$ cat src/rtl/alu_pkg.sv
// Shared constants for the bit-serial ALU controller: operand width,
// ALU operation codes and controller FSM state encoding.
package alu_pkg;

    localparam int unsigned ALU_WIDTH = 32;
    localparam int unsigned IDX_W     = 5;

    typedef enum logic [1:0] {
        OP_AND = 2'b00,
        OP_OR  = 2'b01,
        OP_ADD = 2'b10,
        OP_SLT = 2'b11
    } alu_op_t;

    typedef enum logic [1:0] {
        ST_IDLE = 2'b00,
        ST_RUN  = 2'b01,
        ST_FIX  = 2'b10
    } state_t;

    // AND/OR never report carry or overflow.
    function automatic logic is_logic_op(input alu_op_t op);
        return (op == OP_AND) || (op == OP_OR);
    endfunction

endpackage

$ cat src/rtl/alu_serial_ctrl_if.sv
// Request/result bundle of the bit-serial ALU controller.
interface alu_serial_ctrl_if;
    logic        start_i;
    logic [3:0]  ctrl_i;
    logic [31:0] src1_i;
    logic [31:0] src2_i;
    logic        busy_o;
    logic        done_o;
    logic [31:0] result_o;
    logic        zero_o;
    logic        cout_o;
    logic        overflow_o;

    modport master (output start_i, ctrl_i, src1_i, src2_i,
                    input  busy_o, done_o, result_o, zero_o, cout_o, overflow_o);
    modport slave  (input  start_i, ctrl_i, src1_i, src2_i,
                    output busy_o, done_o, result_o, zero_o, cout_o, overflow_o);
endinterface

$ cat src/rtl/alu_top.sv
// One-bit ALU slice: optional operand inversion, AND/OR/full-add/less select.
module alu_top (
    input  logic       src1,
    input  logic       src2,
    input  logic       less,
    input  logic       a_invert,
    input  logic       b_invert,
    input  logic       cin,
    input  logic [1:0] operation,
    output logic       result,
    output logic       cout
);
    logic a_s;
    logic b_s;

    // Combinational slice datapath.
    always_comb begin
        a_s  = a_invert ? ~src1 : src1;
        b_s  = b_invert ? ~src2 : src2;
        cout = (a_s & b_s) | (a_s & cin) | (b_s & cin);
        case (operation)
            2'b00:   result = a_s & b_s;
            2'b01:   result = a_s | b_s;
            2'b10:   result = a_s ^ b_s ^ cin;
            2'b11:   result = less;
            default: result = 1'b0;
        endcase
    end
endmodule

$ cat src/rtl/alu_serial_ctrl.sv
// Bit-serial 32-bit ALU: one alu_top slice iterated LSB first, then a fix-up cycle.
// Macro ALU_SERIAL_SIGNED_SLT_EN selects true signed SLT instead of raw sign of A-B.
module alu_serial_ctrl
    import alu_pkg::*;
(
    input  logic              clk_i,
    input  logic              rst_i,
    alu_serial_ctrl_if.slave  bus
);
    state_t                 state_r;
    logic [IDX_W-1:0]       idx_r;
    logic [ALU_WIDTH-1:0]   src1_r;
    logic [ALU_WIDTH-1:0]   src2_r;
    logic                   a_inv_r;
    logic                   b_inv_r;
    alu_op_t                op_r;
    logic                   carry_r;
    logic                   cin31_r;
    logic [ALU_WIDTH-1:0]   res_sr_r;
    logic [ALU_WIDTH-1:0]   result_r;
    logic                   zero_r;
    logic                   cout_r;
    logic                   ovf_r;
    logic                   busy_r;
    logic                   done_r;

    alu_op_t                slice_op_s;
    logic                   slice_res_s;
    logic                   slice_cout_s;
    logic                   ovf_s;
    logic                   set_s;
    logic [ALU_WIDTH-1:0]   final_s;

    alu_top u_slice (
        .src1      (src1_r[idx_r]),
        .src2      (src2_r[idx_r]),
        .less      (1'b0),
        .a_invert  (a_inv_r),
        .b_invert  (b_inv_r),
        .cin       (carry_r),
        .operation (slice_op_s),
        .result    (slice_res_s),
        .cout      (slice_cout_s)
    );

    // Slice op override and fix-up values; carry_r holds c_out31 once RUN ends.
    always_comb begin
        slice_op_s = (op_r == OP_SLT) ? OP_ADD : op_r;
        ovf_s      = cin31_r ^ carry_r;
`ifdef ALU_SERIAL_SIGNED_SLT_EN
        set_s      = res_sr_r[ALU_WIDTH-1] ^ ovf_s;
`else
        set_s      = res_sr_r[ALU_WIDTH-1];
`endif
        if (op_r == OP_SLT) begin
            final_s = {31'b0, set_s};
        end else begin
            final_s = res_sr_r;
        end
    end

    // Controller FSM with registered outputs; reset aborts any operation.
    always_ff @(posedge clk_i) begin
        if (rst_i) begin
            state_r  <= ST_IDLE;
            idx_r    <= 5'd0;
            src1_r   <= 32'd0;
            src2_r   <= 32'd0;
            a_inv_r  <= 1'b0;
            b_inv_r  <= 1'b0;
            op_r     <= OP_AND;
            carry_r  <= 1'b0;
            cin31_r  <= 1'b0;
            res_sr_r <= 32'd0;
            result_r <= 32'd0;
            zero_r   <= 1'b0;
            cout_r   <= 1'b0;
            ovf_r    <= 1'b0;
            busy_r   <= 1'b0;
            done_r   <= 1'b0;
        end else begin
            done_r <= 1'b0;
            case (state_r)
                ST_IDLE: begin
                    if (bus.start_i) begin
                        src1_r  <= bus.src1_i;
                        src2_r  <= bus.src2_i;
                        a_inv_r <= bus.ctrl_i[3];
                        b_inv_r <= bus.ctrl_i[2];
                        op_r    <= alu_op_t'(bus.ctrl_i[1:0]);
                        idx_r   <= 5'd0;
                        carry_r <= bus.ctrl_i[2];
                        busy_r  <= 1'b1;
                        state_r <= ST_RUN;
                    end
                end
                ST_RUN: begin
                    res_sr_r[idx_r] <= slice_res_s;
                    carry_r         <= slice_cout_s;
                    if (idx_r == 5'd31) begin
                        cin31_r <= carry_r;
                        state_r <= ST_FIX;
                    end else begin
                        idx_r <= idx_r + 5'd1;
                    end
                end
                ST_FIX: begin
                    result_r <= final_s;
                    zero_r   <= (final_s == 32'd0);
                    cout_r   <= is_logic_op(op_r) ? 1'b0 : carry_r;
                    ovf_r    <= is_logic_op(op_r) ? 1'b0 : ovf_s;
                    busy_r   <= 1'b0;
                    done_r   <= 1'b1;
                    state_r  <= ST_IDLE;
                end
                default: state_r <= ST_IDLE;
            endcase
        end
    end

    assign bus.busy_o     = busy_r;
    assign bus.done_o     = done_r;
    assign bus.result_o   = result_r;
    assign bus.zero_o     = zero_r;
    assign bus.cout_o     = cout_r;
    assign bus.overflow_o = ovf_r;

endmodule

$ cat src/flat_wrapper.sv
// flat-port wrapper written by rule: the top's interface ports become plain ports
module alu_serial_ctrl_flat import alu_pkg::*;
  (clk_i, rst_i, bus_start_i, bus_ctrl_i, bus_src1_i, bus_src2_i, bus_busy_o, bus_done_o, bus_result_o, bus_zero_o, bus_cout_o, bus_overflow_o);
  alu_serial_ctrl_if bus_i ();
  input  logic clk_i;
  input  logic rst_i;
  input wire logic [$bits(bus_i.start_i)-1:0] bus_start_i;
  input wire logic [$bits(bus_i.ctrl_i)-1:0] bus_ctrl_i;
  input wire logic [$bits(bus_i.src1_i)-1:0] bus_src1_i;
  input wire logic [$bits(bus_i.src2_i)-1:0] bus_src2_i;
  output wire logic [$bits(bus_i.busy_o)-1:0] bus_busy_o;
  output wire logic [$bits(bus_i.done_o)-1:0] bus_done_o;
  output wire logic [$bits(bus_i.result_o)-1:0] bus_result_o;
  output wire logic [$bits(bus_i.zero_o)-1:0] bus_zero_o;
  output wire logic [$bits(bus_i.cout_o)-1:0] bus_cout_o;
  output wire logic [$bits(bus_i.overflow_o)-1:0] bus_overflow_o;
  assign bus_i.start_i = bus_start_i;
  assign bus_i.ctrl_i = bus_ctrl_i;
  assign bus_i.src1_i = bus_src1_i;
  assign bus_i.src2_i = bus_src2_i;
  assign bus_busy_o = bus_i.busy_o;
  assign bus_done_o = bus_i.done_o;
  assign bus_result_o = bus_i.result_o;
  assign bus_zero_o = bus_i.zero_o;
  assign bus_cout_o = bus_i.cout_o;
  assign bus_overflow_o = bus_i.overflow_o;
  alu_serial_ctrl u_core (.clk_i(clk_i), .rst_i(rst_i), .bus(bus_i));
endmodule
$ cat config.mk
export PLATFORM = sky130hd
export DESIGN_NAME = alu_serial_ctrl_flat
export DESIGN_NICKNAME = d
export VERILOG_FILES = /design/src/rtl/alu_pkg.sv /design/src/rtl/alu_serial_ctrl_if.sv /design/src/rtl/alu_top.sv /design/src/rtl/alu_serial_ctrl.sv /design/src/flat_wrapper.sv
export SDC_FILE = /design/constraint.sdc
export NUM_CORES = 1
export LEC_CHECK = 0
export ABC_AREA = 1
export BUFFER_PORTS_ARGS = -buffer_cell sky130_fd_sc_hd__buf_4
export CAP_MARGIN = 10
export CORE_MARGIN = 4
export CORE_UTILIZATION = 49
export CTS_CLUSTER_SIZE = 20
export DETAILED_ROUTE_END_ITERATION = 7
export PLACE_DENSITY_LB_ADDON = 0.2
export SETUP_SLACK_MARGIN = 0.2
export SKIP_LAST_GASP = 1
export SLEW_MARGIN = 30
export SYNTH_ARGS = -nofsm -noshare
export SYNTH_HDL_FRONTEND = slang
export SYNTH_SLANG_ARGS = --single-unit
$ cat constraint.sdc
create_clock -name clk_i -period 5.3 [get_ports clk_i]
set_clock_uncertainty 0.2 [all_clocks]
set_input_delay 1.06 -clock clk_i [delete_from_list [all_inputs] [get_ports clk_i]]
set_output_delay 1.06 -clock clk_i [all_outputs]
set_load 0.03 [all_outputs]
==> results_dict.tcl <==
set metrics [dict create \
    clk_latency_ns 0.43 \
    clk_path_buf_depth 2 \
    cts_tree "done" \
    seq_area_frac_synth_pct 47.2 \
    drt_iter0_drc 460 \
    synth_area_leaders "dfxtp_1 (47%), o21ai_0 (11%), nor2_1 (9.2%)" \
    p_leak_nw 3.36 \
    dp_slack_ns 2.15 \
    num_antenna_cells 0 \
    period_share_pct 64.2 \
    io_pins 108 \
    path_class "reg2reg" \
    drive_gt1_share_pct 17.2 \
    worst_pin_slew_ns 0.852 \
    cp.arrival_ns 3.50 \
    clk_pin_slew_ns 0.06 \
    ys_types 26 \
    ys_seq_elements 146 \
    swShare_pct 24.1 \
    period_minus_slack_ns 3.40 \
    crit_slowest_cell "clkinv_1" \
    cts_sinks 146 \
    rsz0062_at_grt "no" \
    hold-path-cell-count 2 \
    critPathCaptureType "flip-flop" \
    worst-path-max-fanout 32 \
    synth_top_family_by_area "compound AO/OA/AOI/OAI gates" \
    hold_viol_final 0 \
    cp_num_cells 13 \
    first_pass_iters 5 \
    gp_congestion 0.769 \
    grt_max_degree 59 \
    tns_ns 0 \
    grt_overflow_total 0 \
    avgViaCountPerCell 5.11 \
    cts_root_buf "clkbuf_16" \
    cp_cell_sequence "clkinv_1, o21ai_0, nand2_1, nand2_1, nand2_1, nor2_2, nand2_1, nand2_1, nand2_1, fa_1, a21oi_2, buf_4, a21oi_1" \
    cap_violations 0 \
    rrSetupSlack_ns 1.90 \
    seqPwrFrac_pct 43.7 \
    slowest_delay_ns 0.67 \
    peakVddDrop_v 0.000233 \
    antenna_found_initial 0 \
    intPower_mw 2.03 \
    antenna_left 0 \
    pwr_density_cell_nw_per_um2 350 \
    dieArea_um2 14500 \
    num_vias 5737 \
    maxSlewHeadroom_pct 42.8 \
    initial_core_util_pct 50.7 \
    p_switching_mw 0.645 \
    combPwrFrac_pct 10.4 \
    synth-simple-area-share_pct 21.2 \
    synth.top_cells.by_count "nor2_1 (152), dfxtp_1 (146), o21ai_0 (139)" \
    required_ns 5.40 \
    dp_hpwl_um 10100 \
    die_h_um 120 \
    synth_largest_area_cell "dfxtp_1" \
    start_kind "flip-flop" \
    cts_setup_buffers 0 \
    syn2layout_area_growth_pct 23.3 \
    numPortBuffers 107 \
    yosysWarnings 0 \
    synth_top_area_share_pct 47.2 \
    yosys.cell_count.top_type "nor2_1" \
    path_buf_inv 2 \
    routed_wl_um 15300 \
    cts_resized 0 \
    cp_top_family "buffers and inverters" \
    layout_setup_ws_ns 1.90 \
    std_cell_rows 40 \
    final-setup-viol-count 0 \
    holdBufCountCts 0 \
    critical_path.most_common_cell "nand2_1" \
    fmax_ghz 0.294 \
    die_w_um 120 \
    synth-xor-area-share_pct 0.283 \
    nets 1021 \
    netlist_area_um2 6190 \
    async_reset_ff_share_pct 0 \
    cts_buffers 17 \
    synth_fp_nets 940 \
    min_to "u_core.src2_r[11]" \
    syn_avg_cell_area_um2 7.19 \
    remaining_drc_errors 0 \
    r2r_cells 13 \
    r2r-start "u_core.idx_r[0]" \
    first_global_vias 5406 \
    holdCritPathClass "reg2reg" \
    grt_usage_pct 21.4 \
    post_drt_wl_per_cell_um 13.7 \
    core-area_um2 12200 \
    cts_max_level 4 \
    drv_slew 0 \
    muxShareOfSynthArea_pct 0 \
    synthFlopType "dfxtp_1" \
    synth_edf_count 0 \
    grt_pass1_wl_um 25500 \
    p_clk_share_pct 45.9 \
    syn_inst 861 \
    run_status "finished, final reports clean" \
    reg2reg_to "u_core.res_sr_r[4]" \
    synthAdderAreaFrac_pct 1.74 \
    min_from "u_core.src2_r[11]" \
    synth-compound-area-share_pct 21.6 \
]
metrics by stage:
step	area (um2)	utilization [%]	std cells	total power [mW]	hold slack (ns)
final	7640	62.5	1123	2.67	0.252
after global routing	7640	62.5	1123	2.77	0.272
after CTS	7630	62.5	1123	2.68	0.252
after detailed placement	7010	57.4	1091	1.47	0.244
after global placement	7010	57.4	1091	1.46	0.242
after floorplan	6190	-	861	1.38	0.229
flip-flops by register name, indices dropped and copies added, names as in the netlist, 2 cells and up:
register and flops:
u_core.bus.result_o 32, u_core.res_sr_r 32, u_core.src1_r 32, u_core.src2_r 32, u_core.idx_r 5, u_core.op_r 2, u_core.state_r 2
worst max-delay path by stage:
stage,from,slack [ns],to
global placement,u_core.idx_r[0],2.20,u_core.res_sr_r[29]
CTS,u_core.idx_r[0],2.14,u_core.res_sr_r[8]
detailed placement,u_core.idx_r[0],2.15,u_core.res_sr_r[9]
floorplan,u_core.idx_r[0],2.63,u_core.res_sr_r[10]
finish,u_core.idx_r[0],1.90,u_core.res_sr_r[4]
global route,u_core.idx_r[0],1.50,u_core.res_sr_r[3]
layer usage:
metal	share of wire, %	global-route usage (%)	up-vias
li1	-	-	2992
met1	49	30.7	2575
met2	43	32.1	150
met3	6.4	5.66	20
met4	1.0	5.31	0
met5	0	0	-
logic make-up (layout without fill, tap and decap cells):
kind of cell               count (synthesis)  in the layout
DFF                                      146            146
xor gates and xnor gates                   2              2
adders and majority gates                  8              8
buffers and inverters                    114            208
AOI/OAI and AO/OA                        265            265
and+or+nand+nor                          326            326
power by group through the flow:
stage,Sequential (mW),Clock (mW),Combinational [mW]
2_1_floorplan,1.19,0,0.193
3_3_place_gp,1.19,0,0.275
3_5_place_dp,1.19,0,0.277
4_1_cts,1.17,1.24,0.279
5_1_grt,1.17,1.28,0.318
6_report,1.17,1.23,0.278
final cells by class:
class	instances	area, um2
Inverter	60	225
Timing Repair Buffer	116	871
Tap cell	168	210
Clock buffer	25	526
Fill cell	1162	4580
Multi-Input combinational cell	601	2790
Clock inverter	7	95.1
Sequential cell	146	2920
cells in the final DEF, fill, tap and decap left out:
cell type     n
nand4_1       3
a211oi_1      2
buf_4       116
clkinv_2      1
inv_2         6
clkinv_1      1
nor3_1        4
fa_1          1
dfxtp_1     146
a22oi_1       1
xor2_1        2
a31oi_1       3
o21ai_1      13
nor2_1      152
nand2_2       1
nand3_1      31
ha_1          7
bufinv_16     2
clkinvlp_4    4
inv_1        53
a21oi_2       1
clkbuf_16    17
a21oi_1     106
o21ai_0     139
nor3_2        4
nor2_4        1
nor2_2        4
nand2_1     126
clkbuf_1      1
clkbuf_8      7
worst register-to-register path: cells and delay by family (launching register included):
| family | cells | cell delay [ns] |
|---|---|---|
| buf+inv | 2 | 1.00 |
| compound gates | 3 | 0.66 |
| simple gates | 7 | 0.64 |
| fa+ha+maj | 1 | 0.47 |
| flops | 1 | 0.33 |
(Power assumes the default switching activity.)
